File: config.mk
export PLATFORM = sky130hd
export DESIGN_NAME = procyon_rr_ff_arbiter
export DESIGN_NICKNAME = d
export VERILOG_FILES = /design/src/rtl/procyon_rr_ff_arbiter.sv
export SDC_FILE = /design/constraint.sdc
export NUM_CORES = 1
export LEC_CHECK = 0
export CAP_MARGIN = 20
export CORE_UTILIZATION = 37
export CTS_CLUSTER_SIZE = 10
export DETAILED_ROUTE_END_ITERATION = 10
export PLACE_DENSITY = 0.79
export SETUP_SLACK_MARGIN = 0.5
export SKIP_LAST_GASP = 1
export SLEW_MARGIN = 30
export SYNTH_ARGS = -nofsm -noshare
export SYNTH_HDL_FRONTEND = slang
export SYNTH_SLANG_ARGS = --single-unit
File: constraint.sdc
create_clock -name clk -period 4.1 [get_ports clk]
set_clock_uncertainty 0.15 [all_clocks]
set_input_delay 0.82 -clock clk [delete_from_list [all_inputs] [get_ports clk]]
set_output_delay 0.82 -clock clk [all_outputs]
set_load 0.01 [all_outputs]
File: src/rtl/procyon_rr_ff_arbiter.sv
// procyon_rr_ff_arbiter: round-robin arbiter with burst lock that feeds one registered output slot.
// Optional stall counter is built when PROCYON_RR_ARB_STALL_CNT_EN is defined.
module procyon_rr_ff_arbiter #(
  parameter int OPTN_NUM_REQ    = 4,
  parameter int OPTN_DATA_WIDTH = 32,
  parameter int OPTN_CNT_WIDTH  = 16
) (
  input  logic                                    clk,
  input  logic                                    n_rst,
  input  logic [OPTN_NUM_REQ-1:0]                 i_req_valid,
  input  logic [OPTN_NUM_REQ-1:0]                 i_req_last,
  input  logic [OPTN_NUM_REQ*OPTN_DATA_WIDTH-1:0] i_req_data,
  output logic [OPTN_NUM_REQ-1:0]                 o_req_ready,
  output logic                                    o_valid,
  output logic                                    o_last,
  output logic [OPTN_DATA_WIDTH-1:0]              o_data,
  output logic [$clog2(OPTN_NUM_REQ)-1:0]         o_owner,
  input  logic                                    i_ready
`ifdef PROCYON_RR_ARB_STALL_CNT_EN
  ,
  input  logic                                    i_stall_clr,
  output logic [OPTN_CNT_WIDTH-1:0]               o_stall_cnt
`endif
);
  localparam int N  = OPTN_NUM_REQ;
  localparam int W  = OPTN_DATA_WIDTH;
  localparam int IW = $clog2(OPTN_NUM_REQ);

  typedef enum logic {ARB, LOCK} state_e;

  state_e        state_q, state_d;
  logic [IW-1:0] ptr_q, ptr_d, lock_q, lock_d;
  logic [IW-1:0] arb_gnt, gnt, gnt_nxt;
  logic          has_gnt, slot_free, load;
  logic          valid_q, last_q;
  logic [W-1:0]  data_q;
  logic [IW-1:0] owner_q;

  function automatic logic [IW-1:0] wrap_add(input logic [IW-1:0] base, input int off);
    int s;
    s = int'(base) + off;
    return IW'((s >= N) ? s - N : s);
  endfunction

  // Scan downward so the valid requester closest to the pointer wins.
  always_comb begin
    arb_gnt = ptr_q;
    for (int i = N - 1; i >= 0; i--)
      if (i_req_valid[wrap_add(ptr_q, i)]) arb_gnt = wrap_add(ptr_q, i);
  end

  always_ff @(posedge clk or negedge n_rst) begin
    if (!n_rst) begin
      state_q <= ARB;
      ptr_q   <= '0;
      lock_q  <= '0;
    end else begin
      state_q <= state_d;
      ptr_q   <= ptr_d;
      lock_q  <= lock_d;
    end
  end

  always_comb begin
    state_d = load ? (i_req_last[gnt] ? ARB : LOCK) : state_q;
    ptr_d   = (load & i_req_last[gnt]) ? gnt_nxt : ptr_q;
    lock_d  = load ? gnt : lock_q;
  end

  // A locked owner keeps the grant even while idle, so bursts are never split.
  always_comb begin
    gnt       = (state_q == LOCK) ? lock_q : arb_gnt;
    has_gnt   = (state_q == LOCK) | (|i_req_valid);
    gnt_nxt   = (gnt == IW'(N - 1)) ? '0 : gnt + 1'b1;
    slot_free = ~valid_q | i_ready;
    load      = slot_free & has_gnt & i_req_valid[gnt];
  end

  always_comb begin
    o_req_ready      = '0;
    o_req_ready[gnt] = load;
  end

  always_ff @(posedge clk or negedge n_rst) begin
    if (!n_rst) begin
      valid_q <= 1'b0;
      last_q  <= 1'b0;
      data_q  <= '0;
      owner_q <= '0;
    end else begin
      if (slot_free) valid_q <= load;
      if (load) begin
        data_q  <= i_req_data[gnt*W +: W];
        last_q  <= i_req_last[gnt];
        owner_q <= gnt;
      end
    end
  end

  assign o_valid = valid_q;
  assign o_last  = last_q;
  assign o_data  = data_q;
  assign o_owner = owner_q;

`ifdef PROCYON_RR_ARB_STALL_CNT_EN
  logic [OPTN_CNT_WIDTH-1:0] cnt_q, cnt_d;

  always_comb
    cnt_d = i_stall_clr ? '0 : ((valid_q & ~i_ready & ~&cnt_q) ? cnt_q + 1'b1 : cnt_q);

  always_ff @(posedge clk or negedge n_rst) begin
    if (!n_rst) cnt_q <= '0;
    else        cnt_q <= cnt_d;
  end

  assign o_stall_cnt = cnt_q;
`endif
endmodule

---- After elaboration in Yosys (flattened, before gate mapping) ----
Cells that the tools add are included.
word-level totals
  register bits ........................... 39
  input port bits ......................... 139
  output and inout bits ................... 40
  logic and storage cells ................. 60
cells by class
  add/subtract/negate cells ............... 8
  magnitude comparators ................... 10
  eq/ne operators ......................... 1
  shift-type cells ........................ 1
  mux-type cells .......................... 25
  bitwise gates (word level) .............. 7
  reductions and logical operators ........ 2
operator list
  operator                                                               number
  128-bit by 8-bit indexed part select with 32-bit output                1
  2-bit two-way mux                                                      10
  2-bit by 3-bit < comparator with 1-bit output, second input constant   5
  1-bit binary-select mux with 2-bit select                              6
  3-bit >= comparator, second input constant                             3
  1-bit two-way mux                                                      8
  2-bit by 1-bit subtractor with 2-bit output, second input constant     4
  2-bit by 2-bit adder with 3-bit output, second input constant          2
  4-bit bitwise AND                                                      1
  4-bit OR reduction                                                     1
  2-bit by 1-bit adder with 3-bit output, second input constant          1
  1-bit bitwise AND                                                      3
  2-bit by 3-bit >= comparator with 1-bit output, second input constant  1
  2-bit by 1-bit adder with 2-bit output, second input constant          1
  1-bit demux with 2-bit select                                          1
  2-bit equality test, second input constant                             1
  2-bit by 1-bit >= comparator with 1-bit output, second input constant  1
  1-bit bitwise OR                                                       2
  1-bit logical AND                                                      1
  1-bit inverter                                                         1

---- Logic depth before layout (Yosys ltp) ----
Gate-level depths: netlist of the first run.
  depth in word-level cells ............... 15
  depth in mapped cells ................... 10
  gate-level depth less buffers ........... 8

---- Least setup slack after synthesis of the first run ----
Ideal clock, no wire load.
  kind .................................... input-to-output
  start point ............................. input i_req_valid[1]
  end point ............................... output o_req_ready[0]
  data arrival time ....................... 2660 ps
  data required time ...................... 3130 ps
  path slack .............................. 470 ps
  stages .................................. 9
  path buffers ............................ 3
  path through ............................ buf_2 mux2i_1 mux2i_1 or4b_1 a221o_1 nand2_2 buf_6 buf_6 and3_1
between the ends
  longest elaborated chain between the ends .. 12
  elaborated cells between the ends (all ways) .. 25
  those cells by class .................... order compare: 2; mux: 17; bitwise: 4; reduce/logical: 2
ends and longest elaborated chain
  what                                                                                                                                          RTL line  RTL
  start: declaration                                                                                                                            10        input logic [OPTN_NUM_REQ-1:0] i_req_valid,
  1-bit binary-select mux with 2-bit select                                                                                                     49        if (i_req_valid[wrap_add(ptr_q, i)]) arb_gnt = wrap_add(ptr_q, i);
  1-bit two-way mux (implied by the code)                                                                                                       49
  2-bit two-way mux (4 in series)                                                                                                               49
  2-bit two-way mux                                                                                                                             72        gnt = (state_q == LOCK) ? lock_q : arb_gnt;
  2-bit by 3-bit < comparator with 1-bit output (implied by the code) / 2-bit by 1-bit >= comparator with 1-bit output (equally long branches)  81        o_req_ready[gnt] = load;
  1-bit logical AND (implied by the code)                                                                                                       81
  1-bit two-way mux (implied by the code)                                                                                                       81
  1-bit demux with 2-bit select                                                                                                                 81
  4-bit bitwise AND (no source line) *                                                                                                          --
  end: declaration                                                                                                                              13        output logic [OPTN_NUM_REQ-1:0] o_req_ready,
Mark *: on every way between the ends. The rest lies on a longest branch, timed or not. The select of a mux whose other input is x is not followed.

---- Worst setup path after layout of the first run ----
  start point ............................. input i_req_valid[3]
  end point ............................... output o_req_ready[1]
Same word-level chain as after synthesis.

==> qor.txt, run 1 <==
Final Critical Period: 3.56 ns
Slew HR: 67.2%
GRT Util Overall: 22.9%
Post-synth cell types: 39
Slowest Stage Delay on Critical Path: 0.51 ns
Routed WL per cell: 14.7 um
Final cell count without fillers: 628
DR iter-0 viols: 75
CTS tree: yes
Initial DRT Pass Iterations: 4
Synth Instances: 347
Fin. Hold Viols: 0
Power per cell area: 753 nW/um2
Layout cells sized above 1: 15.9%
Most used flip-flop cell after synthesis: dfrtp_1
CTS buffer count: 5
Area delta synth->final: 74.1%
Post-Syn Nets: 488
Nets: 669
Worst-Margin Slew: 0.492 ns
Tot Pwr: 0.00364 W
Final setup viols: 0
WP data arrival: 2.59 ns
Die width: 88.6 um
Core Region: 7250 um2
Max Root-Sink Buffers: 2
Leak Pwr: 2.16 nW
Max Slew Vio Count: 0
Routed wire length: 9230 um
Reg area: 976 um2
Post-route setup slack: 0.544 ns
CP max stage cell: or4b_4
Worst setup path category: in2out
Full die area: 7840 um2
Status: finished, final reports clean
Worst VDD drop: 0.000545 V
Worst Path Max Fanout: 5
Cell Area, Synth: 2770 um2
Crit path buffers/inverters: 2
Core Util, Final: 66.6%
Register area share after synthesis: 35.2%
Hold WS: 0.337 ns
CTS root buffer: clkbuf_8
Final Wtd Congestion: 0.852
Core Rows: 31
Vias post-DR: 3189
Hold WC Path Type: reg2reg
Synth top area share: 35.2%
Die Y: 88.6 um
Top cells by area, synth: dfrtp_1 35%, nand2_1 18%, mux2_2 12%
Post-synth top area cell: dfrtp_1
First-pass GRT wire length: 13700 um
Number of global-route vias before repair: 2951
Max-Cap Viols: 0
Fmax: 0.281 GHz
CP Cell Sequence: clkdlybuf4s15_1, o21ba_4, mux2i_1, or4b_4, a221o_1, nand2_2, and3_4, buf_6
Initial core utilization: 38.2%
Cell with the most instances after synthesis: nand2_1
CTS H-tree depth: 2
Number of synthesized flops with an enable pin: 0
Fill cell count: 605
Seq cells post-synth: 39
Ys async rst share: 100%
YS warnings: 0
Multi-input logic area: 1680 um2
Antenna Cells: 0
Dpl ws: -0.249 ns
Required @ worst endpoint: 3.13 ns
CP endpoint kind: output pin
Placed insts: 617
Avg Vias per Cell: 5.08
Worst setup SP type: primary input
Number of clock sinks: 39
Pin count of the biggest net entering global routing: 43
RSZ-0062 raised after global routing: false
Remaining antenna violation count: 0
Cell family with most CP delay: simple AND/OR/NAND/NOR gates
Estimated wirelength of the detail-placed design: 7130 um
Tcrit/Tclk final: 86.7%
Clock-pin slew of the registers on the worst-case setup and hold paths: 0.07 ns
Port Buffers: 178
Grt total ovfl: 0
Syn_area_per_cell: 7.99 um2
Synth cell count leaders: 134 x nand2_1, 39 x dfrtp_1, 34 x and3_1, 32 x a31oi_1, 29 x mux2_2
IO Count: 179
Antenna violations before repair: 0
Clk Latency, worst-skew pair: 0.28 ns
# DRC: 0
stage by stage:
stage | TNS (ns) | area (um2)
after detailed placement | -0.898 | 4720
after global routing | 0 | 4830
final | 0 | 4830
after global placement | -0.689 | 4720
after CTS | 0 | 4820
after floorplan | 0 | 2790
what timing repair did:
action                     4_1_cts  5_1_grt
setup buffers                    2        1
pin swaps                        3        2
setup endpoints to repair        4        4
hold endpoints to repair         0        0
gates cloned                     0        0
resized for setup               28        9
hold buffers                     0        0
metal layers:
metal / vias up / GRT usage [%] / routed length [um]
met2: 152 / 43.4 / 4660
met4: 0 / 7.48 / 143
met3: 10 / 8.02 / 952
li1: 1556 / - / -
met5: - / 0 / 0
met1: 1471 / 23.3 / 3480
where the power goes:
group          internal, W  switching, W  total (W)
sequential        0.000602      0.000130   0.000731
clock             0.000119      0.000124   0.000244
combinational      0.00136       0.00130    0.00266
total              0.00209       0.00155    0.00364
worst register-to-register path, stage by stage (launching register included):
cell and delay (ns):
dfrtp_1 0.50, mux2i_2 0.31, nor2_2 0.08, or4b_4 0.54, a221o_1 0.37, nand2_2 0.12
buf_4 0.12, buf_4 0.10, buf_4 0.29, nand2_4 0.11, mux2_4 0.31
worst paths after layout:
check | cells past startpoint | startpoint | end | slack [ns]
setup / recovery | 8 | i_req_valid[3] | o_req_ready[1] | 0.54
max in group asynchronous | 1 | n_rst | o_data[7] | 3.11
hold reg to reg | 1 | o_data[3] | o_data[3] | 0.34
min in group asynchronous | 1 | n_rst | o_data[10] | 0.35
setup reg to reg | 10 | ptr_q[1] | ptr_q[1] | 1.01
hold / removal | 1 | o_data[3] | o_data[3] | 0.34
flip-flops by register name (all words and copies together) (netlist names):
register and count:
o_valid 1, state_q 1, o_last 1, o_owner 2
o_data 32, ptr_q 2
kinds of logic (layout without fill, tap and decap cells):
kind of cell             count (synthesis)  count (layout)  synth area share, %
adder cells (fa/ha/maj)                  2               2                0.902
multiplexers                            41              41                 17.1
AND/OR/NAND/NOR                        181             181                 28.7
buffers and inverters                   35             217                 5.87
flip-flops                              39              39                 35.2
AO/OA/AOI/OAI                           49              49                 12.2
layout by cell type (no fill, tap or decap), types with 2 or more instances in the layout:
cell type          n
o221ai_1           2
buf_2              3
dfrtp_1           39
and3_4             2
mux2_4             2
nor2_1             3
and3_1            32
and2_1             2
nand2_1          133
o21ai_0            2
a21oi_1            2
buf_4             25
clkbuf_8           5
buf_6              2
nand2b_1           2
inv_2              2
a31oi_1           32
clkbuf_2           2
mux2_2            29
mux2i_1            3
ha_1               2
inv_1              5
nand2_2            2
mux2_1             5
clkdlybuf4s50_1  169
clkbuf_1           2
layout make-up:
class	instances	share of cell area (%)
repair buffers	202	40.1
multi-input cells	273	34.9
flip-flops and latches	39	20.2
well taps	99	2.57
clock buffers	7	1.58
inverters	7	0.544
clock inverters	1	0.104
(Power assumes the default switching activity.)
==> inputs of run 2 (changes only) <==
--- a/config.mk
+++ b/config.mk
@@ -6,6 +6,7 @@
 export NUM_CORES = 1
 export LEC_CHECK = 0
 export CAP_MARGIN = 20
+export CORE_MARGIN = 1.5
 export CORE_UTILIZATION = 37
 export CTS_CLUSTER_SIZE = 10
 export DETAILED_ROUTE_END_ITERATION = 10
==> qor.txt, run 2 (same netlist as run 1, synthesis figures left out) <==
Max reg flops: 32 (unchanged)
Core Rows: 31 (unchanged)
Worst Path Max Fanout: 5 (unchanged)
Port Buffers: 178 (unchanged)
Fmax: 0.283 GHz (+0.59%)
Worst VDD drop: 0.000519 V (-4.8%)
Routed wire length: 9420 um (+2.0%)
Max-Cap Viols: 0 (unchanged)
CP Cell Sequence: buf_4, mux2i_4, mux2i_4, or4b_4, a221o_1, nand2_2, and3_4, buf_6
CP endpoint kind: output pin
CTS H-tree depth: 2 (unchanged)
Status: finished, final reports clean
Full die area: 8020 um2 (+2.3%)
First-pass GRT wire length: 13600 um (-0.51%)
Area delta synth->final: 75.9%
GRT Util Overall: 22.4% (-0.46 points)
Clock-pin slew of the registers on the worst-case setup and hold paths: 0.07 ns (about the same)
Commonest cells after routing, fill and taps aside: 169 x clkdlybuf4s50_1, 133 x nand2_1, 38 x dfrtp_1
Slowest Stage Delay on Critical Path: 0.53 ns (+0.02 ns)
Layout cells sized above 1: 16.6% (+0.76 points)
Max Root-Sink Buffers: 2 (unchanged)
Final instance area: 4880 um2 (+1.0%)
Number of global-route vias before repair: 2997 (+1.6%)
Setup TNS: 0 ns (unchanged)
Pin count of the biggest net entering global routing: 40 (-7.0%)
Cell family with most CP delay: simple AND/OR/NAND/NOR gates
Avg Vias per Cell: 5.11 (+0.72%)
Final setup viols: 0 (unchanged)
Worst setup SP type: primary input
Power per cell area: 763 nW/um2 (+1.2%)
Commonest non-fill, non-tap cell in the layout: clkdlybuf4s50_1
Die Y: 89.6 um (+1.1%)
Remaining antenna violation count: 0 (unchanged)
Tot Pwr: 0.00372 W (+2.3%)
Crit path buffers/inverters: 2 (unchanged)
Nets: 669 (unchanged)
Number of clock sinks: 39 (unchanged)
IO Count: 179 (unchanged)
Max Slew Vio Count: 0 (unchanged)
Initial DRT Pass Iterations: 4 (unchanged)
Vias post-DR: 3212 (+0.72%)
Core Region: 7250 um2 (unchanged)
Fin. Hold Viols: 0 (unchanged)
Routed WL per cell: 15.0 um (+2.0%)
CTS buffer count: 5 (unchanged)
Initial core utilization: 38.2% (unchanged)
Antenna Cells: 0 (unchanged)
Leak Pwr: 2.17 nW (+0.50%)
Most used cell, CP: mux2i_4
RSZ-0062 raised after global routing: false
Sw Share: 42.2% (-0.40 points)
Final Wtd Congestion: 0.890 (+4.4%)
Core Util, Final: 67.2% (+0.67 points)
Grt total ovfl: 0 (unchanged)
Clk Latency, worst-skew pair: 0.28 ns (about the same)
# DRC: 0 (unchanged)
Slew HR: 66.9% (-0.31 points)
Worst-Margin Slew: 0.496 ns (+0.00466 ns)
Tcrit/Tclk final: 86.2% (-0.51 points)
Worst setup path category: in2out
Final Critical Period: 3.54 ns (-0.0207 ns)
Required @ worst endpoint: 3.13 ns (about the same)
CP max stage cell: or4b_4
Placed cell area: 4710 um2 (-0.16%)
Die width: 89.6 um (+1.1%)
CTS tree: yes
Estimated wirelength of the detail-placed design: 7130 um (about the same)
Sequential power share: 19.9% (-0.2 points)
Antenna violations before repair: 0 (unchanged)
CTS root buffer: clkbuf_8
NetSw: 0.00157 W (+1.3%)
Combinational share of power: 71.6% (-1.6 points)
WP data arrival: 2.57 ns (-0.02 ns)
Hold WC Path Type: in2async
Internal power: 0.00215 W (+3.0%)
DR iter-0 viols: 75 (unchanged)
Clk pwr share: 8.5% (+1.8 points)
run 2: final cells by class:
class	instances	area (um2)
repair buffers	202	1930
inverters	7	26.3
clock inverters	3	43.8
fillers	620	2380
flip-flops and latches	39	977
clock buffers	5	68.8
multi-input cells	273	1700
well taps	99	124
run 2: final timing paths:
| check | from | to | slack [ns] | cells after the start |
|---|---|---|---|---|
| min reg2reg | o_data[3] | o_data[3] | 0.34 | 1 |
| max reg2reg | ptr_q[1] | ptr_q[1] | 1.03 | 10 |
| max in group asynchronous | n_rst | ptr_q[1] | 3.10 | 1 |
| max | i_req_valid[1] | o_req_ready[0] | 0.56 | 8 |
| min in group clk | o_data[3] | o_data[3] | 0.34 | 1 |
| min | n_rst | o_data[11] | 0.34 | 1 |
run 2: through the flow:
| stage | setup WS (ns) | instances | hold slack (ns) |
|---|---|---|---|
| detailed placement | -0.224 | 616 | 0.327 |
| finish | 0.565 | 628 | 0.338 |
| CTS | 0.502 | 627 | 0.347 |
| global placement | -0.210 | 616 | 0.319 |
| global route | 0.490 | 628 | 0.352 |
| floorplan | 0.517 | 347 | 0.374 |
run 2: power by group through the flow:
stage	combinational, W	clock, W	sequential (W)
2_1_floorplan	0.00159	0	0.000790
5_1_grt	0.00291	0.000342	0.000769
3_5_place_dp	0.00263	0	0.000735
6_report	0.00266	0.000315	0.000740
3_3_place_gp	0.00256	0	0.000725
4_1_cts	0.00266	0.000325	0.000732
run 2: layer usage:
layer | part of all wire, % | up-vias | global-route usage (%) | routed length [um]
met3 | 10 | 10 | 7.57 | 981
met5 | 0 | - | 0 | 0
met2 | 51 | 148 | 42.3 | 4770
met1 | 38 | 1496 | 23.0 | 3540
li1 | - | 1558 | - | -
met4 | 1.3 | 0 | 7.41 | 127
run 2: what timing repair did:
| action | in CTS | in global routing |
|---|---|---|
| hold buffers | 0 | 0 |
| setup endpoints to repair | 4 | 4 |
| resized for setup | 31 | 11 |
| buffers inserted | 3 | 1 |
| pin swaps | 4 | 4 |
| hold endpoints to repair | 0 | 0 |
